<file path="src/rtl/cpu_ctrl_pkg.sv">
// Shared definitions for the CPU control path: FSM state encoding, ALU
// operation codes, condition codes, datapath select encodings, the per-state
// control word and the data-processing ALU decode helper.
package cpu_ctrl_pkg;

    localparam int unsigned STATE_W = 4;
    localparam int unsigned COND_W  = 4;
    localparam int unsigned FLAGS_W = 4;

    // Multicycle sequencer states; the encoding is visible on the State port.
    typedef enum logic [STATE_W-1:0] {
        FETCH    = 4'd0,
        DECODE   = 4'd1,
        MEMADR   = 4'd2,
        MEMREAD  = 4'd3,
        MEMWB    = 4'd4,
        MEMWRITE = 4'd5,
        EXECUTER = 4'd6,
        EXECUTEI = 4'd7,
        ALUWB    = 4'd8,
        BRANCH   = 4'd9,
        UNKNOWN  = 4'd10
    } state_t;

    // ALUControl encodings
    localparam logic [1:0] ALU_ADD = 2'b00;
    localparam logic [1:0] ALU_SUB = 2'b01;
    localparam logic [1:0] ALU_AND = 2'b10;
    localparam logic [1:0] ALU_ORR = 2'b11;

    // Instruction class, Instr[27:26]
    localparam logic [1:0] OP_DP    = 2'b00;
    localparam logic [1:0] OP_MEM   = 2'b01;
    localparam logic [1:0] OP_BR    = 2'b10;
    localparam logic [1:0] OP_UNDEF = 2'b11;

    // Condition field, Instr[31:28]
    localparam logic [COND_W-1:0] COND_EQ = 4'b0000;
    localparam logic [COND_W-1:0] COND_NE = 4'b0001;
    localparam logic [COND_W-1:0] COND_CS = 4'b0010;
    localparam logic [COND_W-1:0] COND_CC = 4'b0011;
    localparam logic [COND_W-1:0] COND_MI = 4'b0100;
    localparam logic [COND_W-1:0] COND_PL = 4'b0101;
    localparam logic [COND_W-1:0] COND_VS = 4'b0110;
    localparam logic [COND_W-1:0] COND_VC = 4'b0111;
    localparam logic [COND_W-1:0] COND_HI = 4'b1000;
    localparam logic [COND_W-1:0] COND_LS = 4'b1001;
    localparam logic [COND_W-1:0] COND_GE = 4'b1010;
    localparam logic [COND_W-1:0] COND_LT = 4'b1011;
    localparam logic [COND_W-1:0] COND_GT = 4'b1100;
    localparam logic [COND_W-1:0] COND_LE = 4'b1101;
    localparam logic [COND_W-1:0] COND_AL = 4'b1110;
    localparam logic [COND_W-1:0] COND_NV = 4'b1111;

    // Bit positions inside the NZCV register
    localparam int unsigned FLAG_N = 3;
    localparam int unsigned FLAG_Z = 2;
    localparam int unsigned FLAG_C = 1;
    localparam int unsigned FLAG_V = 0;

    // ALUSrcB selects
    localparam logic [1:0] SRCB_RD2  = 2'b00;
    localparam logic [1:0] SRCB_IMM  = 2'b01;
    localparam logic [1:0] SRCB_FOUR = 2'b10;

    // ResultSrc selects
    localparam logic [1:0] RES_ALUOUT    = 2'b00;
    localparam logic [1:0] RES_DATA      = 2'b01;
    localparam logic [1:0] RES_ALURESULT = 2'b10;

    // ImmSrc selects
    localparam logic [1:0] IMM_DP  = 2'b00;
    localparam logic [1:0] IMM_MEM = 2'b01;
    localparam logic [1:0] IMM_BR  = 2'b10;

    // Ungated control word produced by the FSM output decode
    typedef struct packed {
        logic       pc_fetch;
        logic       ir_write;
        logic       adr_src;
        logic       alu_src_a;
        logic [1:0] alu_src_b;
        logic [1:0] result_src;
        logic       reg_w;
        logic       mem_w;
        logic       branch;
        logic       alu_op;
    } ctrl_t;

    // Data-processing decode result
    typedef struct packed {
        logic [1:0] alu_ctl;
        logic [1:0] flag_w;
    } alu_dec_t;

    // Decode {cmd, S} = Funct[4:0]; unsupported commands fall back to ADD
    // with flag writes suppressed.
    function automatic alu_dec_t alu_decode(input logic [4:0] cmd_s);
        alu_dec_t d;
        logic     supported;
        d.alu_ctl = ALU_ADD;
        d.flag_w  = 2'b00;
        supported = 1'b1;
        case (cmd_s[4:1])
            4'b0100: d.alu_ctl = ALU_ADD;
            4'b0010: d.alu_ctl = ALU_SUB;
            4'b0000: d.alu_ctl = ALU_AND;
            4'b1100: d.alu_ctl = ALU_ORR;
            default: supported = 1'b0;
        endcase
        if (supported) begin
            d.flag_w[1] = cmd_s[0];
            d.flag_w[0] = cmd_s[0] & ((d.alu_ctl == ALU_ADD) | (d.alu_ctl == ALU_SUB));
        end
        return d;
    endfunction

endpackage

</file>
<file path="src/rtl/cond_check.sv">
// Combinational ARM condition evaluator, shared with the pipelined build.
// Ports:
//   cond_i    - condition field Instr[31:28]
//   flags_i   - registered NZCV flags
//   cond_ex_o - 1 when the instruction is allowed to commit
module cond_check
    import cpu_ctrl_pkg::*;
(
    input  logic [COND_W-1:0]  cond_i,
    input  logic [FLAGS_W-1:0] flags_i,
    output logic               cond_ex_o
);

    logic n, z, c, v, ge;

    assign n  = flags_i[FLAG_N];
    assign z  = flags_i[FLAG_Z];
    assign c  = flags_i[FLAG_C];
    assign v  = flags_i[FLAG_V];
    assign ge = (n == v);

    always_comb begin
        cond_ex_o = 1'b0;
        case (cond_i)
            COND_EQ: cond_ex_o = z;
            COND_NE: cond_ex_o = ~z;
            COND_CS: cond_ex_o = c;
            COND_CC: cond_ex_o = ~c;
            COND_MI: cond_ex_o = n;
            COND_PL: cond_ex_o = ~n;
            COND_VS: cond_ex_o = v;
            COND_VC: cond_ex_o = ~v;
            COND_HI: cond_ex_o = c & ~z;
            COND_LS: cond_ex_o = ~c | z;
            COND_GE: cond_ex_o = ge;
            COND_LT: cond_ex_o = ~ge;
            COND_GT: cond_ex_o = ~z & ge;
            COND_LE: cond_ex_o = z | ~ge;
            COND_AL: cond_ex_o = 1'b1;
            COND_NV: cond_ex_o = 1'b0;
            default: cond_ex_o = 1'b0;
        endcase
    end

endmodule

</file>
<file path="src/rtl/multicycle_control_fsm.sv">
// Multicycle CPU sequencer: steps each instruction through fetch, decode,
// execute, memory and writeback, drives the shared datapath selects, owns the
// NZCV register and gates every architectural write with the condition check.
// Ports:
//   clk, reset_n        - rising-edge clock, async active-low reset
//   Cond/Op/Funct/Rd    - instruction register fields
//   ALUFlags            - NZCV produced by the ALU this cycle
//   PCWrite/MemWrite/RegWrite/IRWrite - gated write enables
//   AdrSrc/RegSrc/ALUSrcA/ALUSrcB/ResultSrc/ImmSrc/ALUControl - datapath selects
//   Flags, State        - current NZCV and FSM state for debug
module multicycle_control_fsm
    import cpu_ctrl_pkg::*;
#(
    parameter state_t RESET_STATE = FETCH
) (
    input  logic               clk,
    input  logic               reset_n,
    input  logic [COND_W-1:0]  Cond,
    input  logic [1:0]         Op,
    input  logic [5:0]         Funct,
    input  logic [3:0]         Rd,
    input  logic [FLAGS_W-1:0] ALUFlags,
    output logic               PCWrite,
    output logic               MemWrite,
    output logic               RegWrite,
    output logic               IRWrite,
    output logic               AdrSrc,
    output logic [1:0]         RegSrc,
    output logic               ALUSrcA,
    output logic [1:0]         ALUSrcB,
    output logic [1:0]         ResultSrc,
    output logic [1:0]         ImmSrc,
    output logic [1:0]         ALUControl,
    output logic [FLAGS_W-1:0] Flags,
    output logic [STATE_W-1:0] State
);

    state_t               state_q, state_d;
    logic [FLAGS_W-1:0]   flags_q, flags_d;
    ctrl_t                ctrl;
    alu_dec_t             alu_dec;
    logic [1:0]           alu_ctl;
    logic [1:0]           flag_w;
    logic                 cond_ex;
    logic                 pcs;
    logic                 in_execute;

    // State register
    always_ff @(posedge clk or negedge reset_n) begin
        if (!reset_n) begin
            state_q <= RESET_STATE;
        end else begin
            state_q <= state_d;
        end
    end

    // Next-state logic
    always_comb begin
        state_d = FETCH;
        case (state_q)
            FETCH:    state_d = DECODE;
            DECODE: begin
                case (Op)
                    OP_MEM:   state_d = MEMADR;
                    OP_DP:    state_d = Funct[5] ? EXECUTEI : EXECUTER;
                    OP_BR:    state_d = BRANCH;
                    OP_UNDEF: state_d = UNKNOWN;
                    default:  state_d = UNKNOWN;
                endcase
            end
            MEMADR:   state_d = Funct[0] ? MEMREAD : MEMWRITE;
            MEMREAD:  state_d = MEMWB;
            MEMWB:    state_d = FETCH;
            MEMWRITE: state_d = FETCH;
            EXECUTER: state_d = ALUWB;
            EXECUTEI: state_d = ALUWB;
            ALUWB:    state_d = FETCH;
            BRANCH:   state_d = FETCH;
            UNKNOWN:  state_d = FETCH;
            default:  state_d = FETCH;
        endcase
    end

    // Per-state control word, before condition gating
    always_comb begin
        ctrl = '0;
        case (state_q)
            FETCH: begin
                ctrl.pc_fetch   = 1'b1;
                ctrl.ir_write   = 1'b1;
                ctrl.alu_src_a  = 1'b1;
                ctrl.alu_src_b  = SRCB_FOUR;
                ctrl.result_src = RES_ALURESULT;
            end
            DECODE: begin
                ctrl.alu_src_a  = 1'b1;
                ctrl.alu_src_b  = SRCB_FOUR;
                ctrl.result_src = RES_ALURESULT;
            end
            MEMADR: begin
                ctrl.alu_src_b  = SRCB_IMM;
            end
            MEMREAD: begin
                ctrl.result_src = RES_ALUOUT;
                ctrl.adr_src    = 1'b1;
            end
            MEMWB: begin
                ctrl.result_src = RES_DATA;
                ctrl.reg_w      = 1'b1;
            end
            MEMWRITE: begin
                ctrl.result_src = RES_ALUOUT;
                ctrl.adr_src    = 1'b1;
                ctrl.mem_w      = 1'b1;
            end
            EXECUTER: begin
                ctrl.alu_src_b  = SRCB_RD2;
                ctrl.alu_op     = 1'b1;
            end
            EXECUTEI: begin
                ctrl.alu_src_b  = SRCB_IMM;
                ctrl.alu_op     = 1'b1;
            end
            ALUWB: begin
                ctrl.result_src = RES_ALUOUT;
                ctrl.reg_w      = 1'b1;
            end
            BRANCH: begin
                ctrl.alu_src_b  = SRCB_IMM;
                ctrl.result_src = RES_ALURESULT;
                ctrl.branch     = 1'b1;
            end
            default: ctrl = '0;
        endcase
    end

    // ALU operation; non-execute states always add
    assign alu_dec = alu_decode(Funct[4:0]);
    assign alu_ctl = ctrl.alu_op ? alu_dec.alu_ctl : ALU_ADD;
    assign flag_w  = ctrl.alu_op ? alu_dec.flag_w  : 2'b00;

    // Condition check against the pre-update flags
    cond_check u_cond_check (
        .cond_i    (Cond),
        .flags_i   (flags_q),
        .cond_ex_o (cond_ex)
    );

    // Flag update, only on the edge leaving an execute state
    assign in_execute = (state_q == EXECUTER) | (state_q == EXECUTEI);

    always_comb begin
        flags_d = flags_q;
        if (in_execute && cond_ex) begin
            if (flag_w[1]) begin
                flags_d[FLAG_N] = ALUFlags[FLAG_N];
                flags_d[FLAG_Z] = ALUFlags[FLAG_Z];
            end
            if (flag_w[0]) begin
                flags_d[FLAG_C] = ALUFlags[FLAG_C];
                flags_d[FLAG_V] = ALUFlags[FLAG_V];
            end
        end
    end

    always_ff @(posedge clk or negedge reset_n) begin
        if (!reset_n) begin
            flags_q <= '0;
        end else begin
            flags_q <= flags_d;
        end
    end

    // A writeback to R15 or a branch redirects the PC instead of the register file
    assign pcs = ((Rd == 4'hF) & ctrl.reg_w) | ctrl.branch;

    // All outputs forced low while reset is asserted
    assign PCWrite    = reset_n & (ctrl.pc_fetch | (pcs & cond_ex));
    assign RegWrite   = reset_n & ctrl.reg_w & cond_ex & ~pcs;
    assign MemWrite   = reset_n & ctrl.mem_w & cond_ex;
    assign IRWrite    = reset_n & ctrl.ir_write;
    assign AdrSrc     = reset_n & ctrl.adr_src;
    assign ALUSrcA    = reset_n & ctrl.alu_src_a;
    assign ALUSrcB    = reset_n ? ctrl.alu_src_b  : 2'b00;
    assign ResultSrc  = reset_n ? ctrl.result_src : 2'b00;
    assign ALUControl = reset_n ? alu_ctl         : 2'b00;

    // Register-read and extend selects follow the instruction class
    always_comb begin
        RegSrc = 2'b00;
        ImmSrc = IMM_DP;
        if (reset_n) begin
            RegSrc = {(Op == OP_MEM), (Op == OP_BR)};
            case (Op)
                OP_MEM:  ImmSrc = IMM_MEM;
                OP_BR:   ImmSrc = IMM_BR;
                default: ImmSrc = IMM_DP;
            endcase
        end
    end

    assign Flags = flags_q;
    assign State = STATE_W'(state_q);

endmodule

</file>
<file path="config.mk">
export PLATFORM = sky130hd
export DESIGN_NAME = multicycle_control_fsm
export DESIGN_NICKNAME = d
export VERILOG_FILES = /design/src/rtl/cpu_ctrl_pkg.sv /design/src/rtl/cond_check.sv /design/src/rtl/multicycle_control_fsm.sv
export SDC_FILE = /design/constraint.sdc
export NUM_CORES = 1
export LEC_CHECK = 0
export CAP_MARGIN = 20
export CORE_UTILIZATION = 38
export DETAILED_ROUTE_END_ITERATION = 6
export PLACE_DENSITY_LB_ADDON = 0.12
export SYNTH_ARGS = -nofsm -noshare
export SYNTH_HDL_FRONTEND = slang
export SYNTH_SLANG_ARGS = --single-unit
</file>
<file path="constraint.sdc">
create_clock -name clk -period 2.5 [get_ports clk]
set_input_delay 0.5 -clock clk [delete_from_list [all_inputs] [get_ports clk]]
set_output_delay 0.5 -clock clk [all_outputs]
set_load 0.03 [all_outputs]
</file>
* Yosys cells after proc, flatten, opt, wreduce, memory -nomap -nowiden
Cells that the tools add are included.
Storage, ports and cells: register bits after elaboration 8, input port bits 22, output and inout bits 24, word-level logic and storage cells 102
Cells by class: equality and inequality tests 33, mux-type cells 25, bitwise operators 26, reduce and logical (&&, ||, !) cells 15
Operators by type and width (number):
- equality test 4 bit, second input constant | 12
- equality test 4 x 3 -> 1 bit, second input constant | 9
- equality test 4 x 2 -> 1 bit, second input constant | 5
- one-hot mux 4 bit (5 select lines) | 1
- two-way mux 2 bit | 9
- one-hot mux 1 bit (16 select lines) | 1
- one-hot mux 4 bit (4 select lines) | 1
- AND 1 bit | 14
- zero test 4 bit | 3
- one-hot mux 2 bit (2 select lines) | 3
- equality test 4 x 1 -> 1 bit, second input constant | 2
- two-way mux 1 bit | 8
- OR reduction 2 bit | 4
- NOT 1 bit | 6
- bitwise OR 1 bit | 6
- one-hot mux 2 bit (3 select lines) | 1
- OR reduction 3 bit | 2
- equality test 2 x 1 -> 1 bit, second input constant | 2
- equality test 2 bit, second input constant | 2
- zero test 2 bit | 2
- AND reduction 2 bit | 2
- OR reduction 4 bit | 1
- two-way mux 3 bit | 1
- equality test 1 bit | 1
- logical AND 1 bit | 1

* Logic depth before layout (Yosys ltp)
word-level depth 8, mapped depth 6, depth with buffers taken out 5

* Modules after synthesis
From an unflattened synthesis, not the netlist that was laid out.
Unflattened totals: cells, all modules 95, area, all modules 772.0 µm²
Modules (own cells, without submodules):
- multicycle_control_fsm | instances 1, cells an instance 72, area each 616.8 µm², sequential area each 200.2 µm²
- cond_check | instances 1, cells an instance 23, area each 155.1 µm², sequential area each 0.0 µm²

* Worst setup path after synthesis
Ideal clock, no wire load.
path type flip-flop to output port, from reg state_q[1] (netlist: State[1]), to out PCWrite, arrival 2.341 ns, data required time 2.000 ns, path slack -0.341 ns, stages on the path, launching flop included 5, buffers on the path 1, cell sequence dfrtp_1 > clkbuf_1 > nand2b_1 > nor4_1 > o21bai_1
Between the ends: cells in the longest elaborated chain, start to end 8, elaborated cells between the ends (all ways) 13, classes of those cells eq/ne: 3; mux: 3; bitwise: 5; reduce/logical: 2
RTL lines:
- start, declared | line multicycle_control_fsm.sv:38 | state_t state_q, state_d;
- start signal, assigned | line multicycle_control_fsm.sv:53 | state_q <= state_d;
- equality test 4 x 3 -> 1 bit or equality test 4 bit (tied branches) | line multicycle_control_fsm.sv:87 | case (state_q)
- OR reduction 2 bit (no line)
- two-way mux 1 bit | line multicycle_control_fsm.sv:87
- AND 1 bit | line multicycle_control_fsm.sv:175 | assign pcs = ((Rd == 4'hF) & ctrl.reg_w) | ctrl.branch;
- bitwise OR 1 bit | line multicycle_control_fsm.sv:175
- AND 1 bit | line multicycle_control_fsm.sv:178 | assign PCWrite = reset_n & (ctrl.pc_fetch | (pcs & cond_ex));
- bitwise OR 1 bit (*) | line multicycle_control_fsm.sv:178
- AND 1 bit (*) | line multicycle_control_fsm.sv:178
- end, declared | line multicycle_control_fsm.sv:23 | output logic PCWrite,
Mark *: on every way between the ends. The rest lies on a longest branch, timed or not.

* Final worst setup path
from in reset_n, to out MemWrite
Between the ends: cells in the longest elaborated chain, start to end 2
RTL lines:
- start, declared | line multicycle_control_fsm.sv:17 | input logic reset_n,
- AND 1 bit (2 in a row) | line multicycle_control_fsm.sv:180 | assign MemWrite = reset_n & ctrl.mem_w & cond_ex;
- end, declared | line multicycle_control_fsm.sv:24 | output logic MemWrite,
Every way passes these cells.

==> results.json <==
{
  "syn_area_per_cell_um2": 8.04,
  "worstPathRequired_ps": 2000,
  "powerDensity_mw_per_mm2": 809,
  "cp_max_fo": 7,
  "first_pass_iters": 4,
  "whs_ps": 563,
  "cts_buffers": 3,
  "avgRoutedWirePerCell_um": 12.3,
  "finalWorstSetupSlack_ps": 128,
  "cts_sinks": 8,
  "die_h_um": 49.1,
  "critPathTopFamily": "simple AND/OR/NAND/NOR gates",
  "finalSetupViolCount": 0,
  "ctsHoldBuffers": 0,
  "drc": 0,
  "ant_nets": 0,
  "max-vdd-ir-drop_mv": 0.736,
  "drt-initial-drc-count": 17,
  "placed_area_mm2": 0.00134,
  "place_congestion": 0.806,
  "drive_gt1_share_pct": 28.0,
  "synth.area.top_cells": "dfrtp_1 (24%), mux2_1 (5.3%), xnor2_1 (5.2%)",
  "hold_path.startpoint": "Flags[3]",
  "slew_headroom_pct": 69.7,
  "fp.dieW_um": 49.1,
  "dieArea_mm2": 0.00242,
  "synth_top_cell_by_area": "dfrtp_1",
  "synth_top_area_share_pct": 23.7,
  "finalSetupTns_ps": 0,
  "clock_path_buffers": 2,
  "clk-insertion-delay-late_ps": 250,
  "critical_path.slowest_cell": "clkdlybuf4s50_1",
  "synth_area_um2": 845,
  "fillCellCount": 172,
  "async_reset_ff_share_pct": 100,
  "clkSlewWorstSetupHoldPaths_ps": 50,
  "crit_path_start_kind": "input port",
  "synth-main-ff-cell": "dfrtp_1",
  "ys_seq_elements": 8,
  "io_buffer_count": 45,
  "area_growth_pct": 64.0,
  "critPathKind": "in -> out",
  "initial_core_util_pct": 41.8,
  "r2r_cells": 6,
  "yosysWarnings": 0,
  "cts.htree.levels": 1,
  "end_kind": "primary output",
  "ys_types": 45,
  "p_leak_nw": 0.592,
  "dpl_worst_slack_ps": -213,
  "tightest_slew_ps": 451,
  "rsz0062_at_grt": "no",
  "synth_edf_count": 0,
  "cpPeakStageDelay_ps": 470,
  "via_count": 964,
  "coreArea_mm2": 0.00202,
  "syn_inst": 105,
  "vias_per_cell": 5.24,
  "cts-root-buf": "clkbuf_4",
  "gr-total-overflow": 0,
  "hold_depth": 1,
  "min_period_ps": 2370,
  "maxCapViolations": 0,
  "grt_max_degree": 15,
  "worst_ep_arrival_time_ps": 1870,
  "period_share_pct": 94.9,
  "min_to": "Flags[3]",
  "fin_area_mm2": 0.00139,
  "syn-num-nets": 127,
  "critPathBufInv": 2,
  "worstReg2RegStart": "Flags[0]",
  "clock.fmax_mhz": 422,
  "holdCritPathClass": "reg -> reg",
  "grt_pass1_wl_um": 3820,
  "ios": 46,
  "postCtsSetupRepairBufs": 0,
  "grt_pass1_vias": 932,
  "antenna_found_initial": 0,
  "antenna_cells": 0,
  "rows": 16,
  "crit_chain": "clkdlybuf4s50_1, nand2b_1, or3_1, nor3_2, buf_4",
  "track_usage_pct": 20.1,
  "cts_tree": "yes",
  "hold_viol": 0,
  "post-route-util_pct": 68.5,
  "nets": 181,
  "rrSetupSlack_ps": 570,
  "routed_wl_um": 2260,
  "dpl.hpwl_um": 1720,
  "status": "finished clean",
  "worstReg2RegEnd": "Flags[0]",
  "fin_skew_ps": 6.70,
  "slew_violations": 0,
  "ys_seq_area_share_pct": 23.7
}
## flip-flops by register name, summed over array words and instances (netlist names)
| signal | cells |
|---|---|
| Flags | 4 |
| State | 4 |
## worst max-delay path by stage
stage	start	end	slack, ps	cells after the start
global placement	Cond[1]	RegWrite	-160	7
finish	reset_n	MemWrite	130	5
global route	Flags[0]	PCWrite	30	6
CTS	Cond[2]	MemWrite	4	7
floorplan	Cond[0]	MemWrite	-140	6
detailed placement	Cond[1]	MemWrite	-210	7
## logic make-up after synthesis
family | Yosys count | share of synthesized area, %
XOR/XNOR | 7 | 7.26
flip-flops | 8 | 23.7
buffers and inverters | 11 | 6.81
AND/OR/NAND/NOR | 52 | 35.4
AO/OA/AOI/OAI | 21 | 19.1
multiplexers | 6 | 7.70
## cells in the mapped netlist, drive strengths merged, types with 2 or more instances
master / count
nor2b: 6
clkbuf: 3
dfrtp: 8
nor3: 8
and3: 3
o21ai: 6
a31oi: 2
xor2: 2
nand4: 2
nand3b: 2
mux2: 4
a21oi: 2
inv: 3
a211oi: 2
nand2: 6
nor4: 4
xnor2: 5
buf: 5
nand2b: 2
mux2i: 2
nor2: 10
## layer usage
metal  GRT usage [%]  share of wire [%]  routed length [µm]  vias to the layer above
met3            2.18                4.9                 111                        0
met4            7.35                  0                   0                        0
met1            24.3                 45                1010                      445
met2            36.1                 50                1140                       25
li1                -                  -                   -                      494
met5               0                  0                   0                        -
## stage by stage
| step | power [mW] | instances |
|---|---|---|
| after floorplan | 0.735 | 105 |
| after global placement | 0.996 | 181 |
| after detailed placement | 1.01 | 181 |
| after CTS | 1.11 | 184 |
| after global routing | 1.19 | 184 |
| final | 1.12 | 184 |
## power by group
group          switching [mW]  internal, mW  total (mW)  leakage [nW]
sequential              0.104         0.173       0.276         0.105
clock                  0.0444        0.0550      0.0994        0.0138
combinational           0.421         0.323       0.745         0.473
total                   0.569         0.551        1.12         0.592
## final cells by class
| class | instances | area, µm² | area share (%) |
|---|---|---|---|
| multi-input combinational | 86 | 624 | 45.1 |
| timing repair buffer | 57 | 492 | 35.5 |
| sequential | 8 | 201 | 14.5 |
| tap | 27 | 33.8 | 2.44 |
| clock buffer | 3 | 22.5 | 1.63 |
| inverter | 3 | 11.3 | 0.813 |
## cells in the final DEF (no fill, tap or decap), drive strengths merged, types with 5 or more instances in the layout
master,n
nor3,8
dfrtp,8
nor2,10
xnor2,5
buf,28
nor2b,6
o21ai,6
clkbuf,5
clkdlybuf4s50,25
nand2,6
## worst register-to-register path: stages (launching register included)
cell and delay [ps]:
dfrtp_1 410, xnor2_1 420, a211o_1 210, o221ai_2 110, buf_4 160, o21ai_2 160
mux2_1 340
## what timing repair did
action	4_1_cts	5_1_grt
setup endpoints to repair	3	3
cloned	0	0
pin swaps	4	5
resized for setup	4	10
Power figures use the tool's default switching activity.
